--- config.mk ---
export PLATFORM = sky130hd
export DESIGN_NAME = dmem_arbiter
export DESIGN_NICKNAME = d
export VERILOG_FILES = /design/src/rtl/dmem_arbiter.sv
export SDC_FILE = /design/constraint.sdc
export NUM_CORES = 1
export LEC_CHECK = 0
export ABC_AREA = 1
export CELL_PAD_IN_SITES_DETAIL_PLACEMENT = 0
export CELL_PAD_IN_SITES_GLOBAL_PLACEMENT = 1
export CORE_AREA = 2 2 122 124
export CTS_BUF_LIST = sky130_fd_sc_hd__clkbuf_4
export DETAILED_ROUTE_END_ITERATION = 8
export DIE_AREA = 0 0 124 126
export DONT_BUFFER_PORTS = 1
export PLACE_DENSITY = 0.5
export SLEW_MARGIN = 20
export SYNTH_ARGS = -nofsm -noshare
export SYNTH_HDL_FRONTEND = slang
export SYNTH_SLANG_ARGS = --single-unit
--- constraint.sdc ---
create_clock -name clk -period 3.9 [get_ports clk]
set_input_delay 0.39 -clock clk [delete_from_list [all_inputs] [get_ports clk]]
set_output_delay 0.39 -clock clk [all_outputs]
set_load 0.02 [all_outputs]
--- src/rtl/dmem_arbiter.sv ---
// Two-master arbiter for the single data-memory port. Master 0 (load/store unit)
// normally wins. Master 1 (debug/DMA) is forced a grant after losing
// STARVE_LIMIT grants in a row to master 0. One transaction is in flight at a
// time: the fire cycle drives the memory, and the next cycle returns the response.
module dmem_arbiter #(
    parameter int unsigned STARVE_LIMIT = 4,
    parameter int unsigned ADDR_W       = 32
) (
    input  logic              clk,
    input  logic              rst,

    input  logic              m0_req_valid,
    output logic              m0_req_ready,
    input  logic              m0_req_we,
    input  logic [3:0]        m0_req_be,
    input  logic [ADDR_W-1:0] m0_req_addr,
    input  logic [31:0]       m0_req_wdata,
    output logic              m0_rsp_valid,
    output logic [31:0]       m0_rsp_rdata,

    input  logic              m1_req_valid,
    output logic              m1_req_ready,
    input  logic              m1_req_we,
    input  logic [3:0]        m1_req_be,
    input  logic [ADDR_W-1:0] m1_req_addr,
    input  logic [31:0]       m1_req_wdata,
    output logic              m1_rsp_valid,
    output logic [31:0]       m1_rsp_rdata,

    output logic              mem_read_enable,
    output logic [3:0]        mem_write_byte_select,
    output logic [3:0]        mem_read_byte_select,
    output logic [ADDR_W-1:0] mem_address,
    output logic [31:0]       mem_data_in,
    input  logic [31:0]       mem_data_out
);

    typedef enum logic {
        StIdle,
        StResp
    } state_t;

    state_t      state_q, state_d;
    logic        owner_q, owner_d;      // 0 = master 0, 1 = master 1
    logic        owner_we_q, owner_we_d;
    logic [7:0]  starve_q, starve_d;

    logic              grant_m1;
    logic              accept;
    logic              fire;
    logic              sel_we;
    logic [3:0]        sel_be;
    logic [ADDR_W-1:0] sel_addr;
    logic [31:0]       sel_wdata;
    logic              rsp_active;
    logic [31:0]       rsp_data;

    // Arbitration, request handshake and memory drive for the fire cycle.
    always_comb begin
        grant_m1 = m1_req_valid && (!m0_req_valid || (32'(starve_q) >= STARVE_LIMIT));
        // rst gating keeps ready low even before the asynchronous reset settles state.
        accept   = rst && (state_q == StIdle);

        m0_req_ready = accept && m0_req_valid && !grant_m1;
        m1_req_ready = accept && grant_m1;
        fire         = m0_req_ready || m1_req_ready;

        sel_we    = grant_m1 ? m1_req_we    : m0_req_we;
        sel_be    = grant_m1 ? m1_req_be    : m0_req_be;
        sel_addr  = grant_m1 ? m1_req_addr  : m0_req_addr;
        sel_wdata = grant_m1 ? m1_req_wdata : m0_req_wdata;

        mem_read_enable       = 1'b0;
        mem_write_byte_select = 4'b0000;
        mem_read_byte_select  = 4'b0000;
        mem_address           = '0;
        mem_data_in           = 32'h0;
        if (fire) begin
            mem_address = sel_addr;
            if (sel_we) begin
                mem_write_byte_select = sel_be;
                mem_data_in           = sel_wdata;
            end else begin
                mem_read_enable      = 1'b1;
                mem_read_byte_select = sel_be;
            end
        end
    end

    // Next-state: IDLE -> RESP on fire, RESP always back to IDLE; starvation count.
    always_comb begin
        state_d    = state_q;
        owner_d    = owner_q;
        owner_we_d = owner_we_q;
        starve_d   = starve_q;

        unique case (state_q)
            StIdle: begin
                if (fire) begin
                    state_d    = StResp;
                    owner_d    = grant_m1;
                    owner_we_d = sel_we;
                end
            end
            StResp: begin
                state_d = StIdle;
            end
            default: begin
                state_d = StIdle;
            end
        endcase

        if (m1_req_ready) begin
            starve_d = 8'd0;
        end else if (m0_req_ready && m1_req_valid && (starve_q != 8'hFF)) begin
            starve_d = starve_q + 8'd1;
        end
    end

    // Response routing to the registered owner; writes return zero data.
    always_comb begin
        rsp_active   = (state_q == StResp);
        rsp_data     = owner_we_q ? 32'h0 : mem_data_out;
        m0_rsp_valid = rsp_active && !owner_q;
        m1_rsp_valid = rsp_active && owner_q;
        m0_rsp_rdata = m0_rsp_valid ? rsp_data : 32'h0;
        m1_rsp_rdata = m1_rsp_valid ? rsp_data : 32'h0;
    end

    // State registers; an in-flight response is dropped on reset.
    always_ff @(posedge clk or negedge rst) begin
        if (!rst) begin
            state_q    <= StIdle;
            owner_q    <= 1'b0;
            owner_we_q <= 1'b0;
            starve_q   <= 8'd0;
        end else begin
            state_q    <= state_d;
            owner_q    <= owner_d;
            owner_we_q <= owner_we_d;
            starve_q   <= starve_d;
        end
    end

endmodule

Word level (Yosys, flattened, before mapping)
Cells that the tools add are included.
{"block": "totals", "reg_bits": 11, "word_cells": 44, "output_inout_bits": 141}
{"block": "op_classes", "magnitude_cmp": 1, "bitwise": 1, "n_addsub": 1, "n_mux": 20, "eq_ne": 1, "n_reduce_logical": 16}
{"op": "32-bit two-way mux", "n": 8}
{"op": "4-bit two-way mux", "n": 5}
{"op": "8-bit two-way mux", "n": 2}
{"op": "1-bit logical AND", "n": 9}
{"op": "8-bit by 1-bit adder with 8-bit output (second input constant)", "n": 1}
{"op": "8-bit by 3-bit >= comparator with 1-bit output (second input constant)", "n": 1}
{"op": "8-bit != test (second input constant)", "n": 1}
{"op": "1-bit two-way mux", "n": 4}
{"op": "1-bit logical NOT", "n": 3}
{"op": "1-bit logical OR", "n": 2}
{"op": "1-bit case mux with 2 select lines", "n": 1}
{"op": "2-bit AND reduction", "n": 1}
{"op": "2-bit nonzero test", "n": 1}
{"op": "1-bit NOT", "n": 1}

Longest topological paths before layout
{"block": "depth", "word_depth": 9, "mapped_depth": 11, "mapped_depth_nobuf": 9}

Worst setup path before layout
OpenSTA, ideal clock, no wires.
{"block": "synth_timing", "kind": "reg-to-output", "from": "reg state_q, in the netlist rsp_active", "to": "out m0_rsp_rdata[10]", "arrival_time_ns": 1.518, "n_path_buf": 1, "stages_incl_launch_ff": 6, "setup_slack_ns": 1.992, "cell_sequence": "dfrtp_1 -> inv_2 -> nor2_1 -> inv_2 -> clkbuf_1 -> nor3_1"}
{"block": "synth_via", "elab_chain_len": 2}
{"item": "from (decl)", "line_no": "43", "text": "state_t state_q, state_d;"}
{"item": "from (signal assigned)", "line_no": "133", "text": "state_q <= StIdle;"}
{"item": "from (signal assigned)", "line_no": "138", "text": "state_q <= state_d;"}
{"item": "1-bit logical AND", "line_no": "124", "text": "m0_rsp_valid = rsp_active && !owner_q;"}
{"item": "via m0_rsp_valid", "line_no": "18", "text": "output logic m0_rsp_valid,"}
{"item": "32-bit two-way mux", "line_no": "126", "text": "m0_rsp_rdata = m0_rsp_valid ? rsp_data : 32'h0;"}
{"item": "to (decl)", "line_no": "19", "text": "output logic [31:0] m0_rsp_rdata,"}
The timed path passes the listed nets, and every way through them passes these cells.

Final worst setup path
{"block": "layout_timing", "from": "reg starve_q[7]", "to": "out mem_read_byte_select[3]"}
{"block": "layout_via", "elab_chain_len": 7, "word_cells_on_any_way": 11}
{"item": "from (decl)", "line_no": "46", "text": "logic [7:0] starve_q, starve_d;"}
{"item": "from (signal assigned)", "line_no": "141", "text": "starve_q <= starve_d;"}
{"item": "8-bit by 3-bit >= comparator with 1-bit output *", "line_no": "60", "text": "grant_m1 = m1_req_valid && (!m0_req_valid || (32'(starve_q) >= STARVE_LIMIT));"}
{"item": "1-bit logical OR *", "line_no": "60"}
{"item": "1-bit logical AND *", "line_no": "60"}
{"item": "1-bit logical NOT", "line_no": "64", "text": "m0_req_ready = accept && m0_req_valid && !grant_m1;"}
{"item": "1-bit logical AND", "line_no": "64"}
{"item": "1-bit logical OR", "line_no": "66", "text": "fire = m0_req_ready || m1_req_ready;"}
{"item": "4-bit two-way mux *", "line_no": "78", "text": "if (fire) begin"}
{"item": "to (decl)", "line_no": "32", "text": "output logic [3:0] mem_read_byte_select,"}
Every way passes the cells marked *; elsewhere a longest branch is shown, timed or not.

==> flow_summary.json <==
{
  "cts.sinks": 11,
  "critical_path.max_stage_delay_ps": 530,
  "fin_crit_sh_pct": 68.0,
  "ys_ff_latch": 11,
  "die_x_um": 124,
  "vias": 3154,
  "critPathMaxFanout": 73,
  "dieArea_mm2": 0.0156,
  "dominantRegCellSynth": "dfrtp_1",
  "clk_pin_slew_worst_paths_ps": 80,
  "reg2reg_slack_ps": 1790,
  "fp.coreArea_mm2": 0.0143,
  "wl_per_cell_um": 15.5,
  "finalWeightedCongestion": 0.800,
  "period_needed_ps": 2650,
  "cts.path.max_buffers": 2,
  "path_class": "register to output port",
  "yosys-mux-area-fraction_pct": 0,
  "cp.required_ps": 3510,
  "syn_area_per_cell_um2": 4.87,
  "gr-usage-met3_pct": 2.58,
  "hold_path_class": "primary input to register",
  "synth_top_family_by_area": "simple AND/OR/NAND/NOR gates",
  "synth_fa_ha_area_share_pct": 1.04,
  "crit_path_cell_trace": "inv_1 > nand2_1 > nor2_1 > nand2_2 > nand2_2 > buf_4 > o21ai_1 > nor2_1",
  "slew_headroom_pct": 47.6,
  "cts-root-buf": "clkbuf_4",
  "rows": 44,
  "boundaryPins": 315,
  "grt_use_total_pct": 12.2,
  "yosys.area_share.simple_pct": 55.9,
  "insertion_delay_ps": 270,
  "yosysSeqAreaShare_pct": 11.4,
  "layout_common_cells": "118 x nand2_1, 84 x inv_1, 73 x nand3_1, 64 x nor3_1, 48 x nor2_1",
  "first_pass_iters": 4,
  "ir_worst_vdd_v": 0.000107,
  "worst_pin_slew_ps": 785,
  "fin_util_pct": 19.4,
  "final_nets": 674,
  "ctsResizeCount": 0,
  "place_ws_ps": 1490,
  "drtIter0Drc": 94,
  "worst_path_max_delay_cell": "buf_4",
  "setup_violations": 0,
  "setup_tns_ps": 0,
  "hold_viol_final": 0,
  "synth_edf_count": 0,
  "cp-end-kind": "output port",
  "worstPathArrival_ps": 2260,
  "antenna_left": 0,
  "route.detailed.drc": 0,
  "use_met1_pct": 12.7,
  "fmax_mhz": 377,
  "rsz0062_at_grt": "no",
  "synth_compound_area_share_pct": 8.53,
  "start_util_pct": 16.8,
  "power.leakage_nw": 1.60,
  "place.port_buffers": 0,
  "numCtsBuffers": 3,
  "synth_cell_types": 21,
  "critPathLaunchType": "register",
  "worstPathBufferInverterCount": 2,
  "async_flop_share_pct": 100,
  "syn2layout_area_growth_pct": 15.5,
  "cts_tree": "yes",
  "grt_pass1_vias": 2721,
  "syn-cell-area_mm2": 0.00240,
  "synth-xor-area-share_pct": 0,
  "syn_inst": 494,
  "path_delay_family": "simple AND/OR/NAND/NOR gates",
  "grt_first_pass_wirelength_um": 14700,
  "maxCapViolCount": 0,
  "grt_busiest_layer": "met2",
  "wirelength_um": 10600,
  "grt_max_degree": 74,
  "syn-num-nets": 670,
  "drive_gt1_share_pct": 11.5,
  "status": "completed",
  "final_common_cell": "nand2_1",
  "grt_use_met2_pct": 24.8,
  "via_per_inst": 4.62,
  "htreeDepth": 1,
  "grt.overflow.total": 0,
  "dp_hpwl_um": 8630,
  "slew_viol_final": 0,
  "antenna_found_initial": 1,
  "power_density_mw_per_mm2": 216,
  "finClkSkew_ps": 4.80,
  "ys_warn_count": 0,
  "final.setup.worst_slack_ps": 1250,
  "die_h_um": 126
}
==> routing by layer <==
| layer | part of all wire [%] | vias up |
|---|---|---|
| li1 | - | 1548 |
| met1 | 36 | 1400 |
| met2 | 54 | 202 |
| met3 | 9.1 | 4 |
| met4 | 1.0 | 0 |
| met5 | 0 | - |
==> state kept, by name, indices dropped and copies added, names as in the netlist <==
register	count
starve_q	8
owner_q	1
owner_we_q	1
rsp_active	1
==> final timing paths <==
check,start,end,cells after the start
worst max register to register,starve_q[7],starve_q[2],8
worst min-delay path,rst,rsp_active,2
worst max-delay path,starve_q[7],mem_read_byte_select[3],8
worst min register to register,starve_q[5],starve_q[5],2
max in group asynchronous,rst,owner_we_q,1
min in group asynchronous,rst,starve_q[0],1
==> cell usage after synthesis, types with 2 or more instances <==
master	instances	area [µm²]
nand3_1	73	365
nor3_1	64	320
clkbuf_1	19	71.3
ha_1	2	25.0
dfrtp_1	11	275
buf_4	3	22.5
buf_6	4	45.0
nor2_1	48	180
buf_2	11	55.1
a21oi_1	33	165
inv_2	6	22.5
o21ai_1	4	20.0
buf_1	6	22.5
nand2_1	120	450
inv_1	84	315
==> cells by family (layout without fill, tap and decap cells) <==
kind of cell / Yosys count / count (layout)
AND/OR/NAND/NOR: 309 / 309
buffers and inverters: 133 / 136
AO/OA/AOI/OAI: 39 / 39
flip-flops: 11 / 11
adder cells (fa/ha/maj): 2 / 2
other: 0 / 1
==> layout make-up <==
cell class | instances | area (µm²)
Sequential cell | 11 | 279
Antenna cell | 1 | 2.50
Fill cell | 1685 | 11500
Tap cell | 184 | 230
Inverter | 90 | 338
Multi-Input combinational cell | 350 | 1580
Timing Repair Buffer | 42 | 318
Clock buffer | 4 | 30.0
==> stage by stage <==
step           instances  area (µm²)  power [mW]  hold WS (ps)
6_report             682        2780       0.599           282
3_3_place_gp         676        2730       0.507          94.8
5_1_grt              682        2780       0.664           286
4_1_cts              681        2770       0.606           281
2_1_floorplan        494        2400       0.453          94.4
3_5_place_dp         676        2730       0.514          94.8
==> what timing repair did <==
| action | in CTS | in global routing |
|---|---|---|
| hold buffers | 1 | 0 |
| setup buffers | 0 | 0 |
| hold endpoints to repair | 11 | 0 |
==> power breakdown <==
group	internal [mW]	total, mW	leakage, nW	switching [mW]
registers	0.123	0.160	0.147	0.0373
logic	0.0922	0.350	1.44	0.258
clock network	0.0466	0.0885	0.0184	0.0419
total	0.262	0.599	1.60	0.337
No activity file was read; power rests on OpenSTA's default activity.
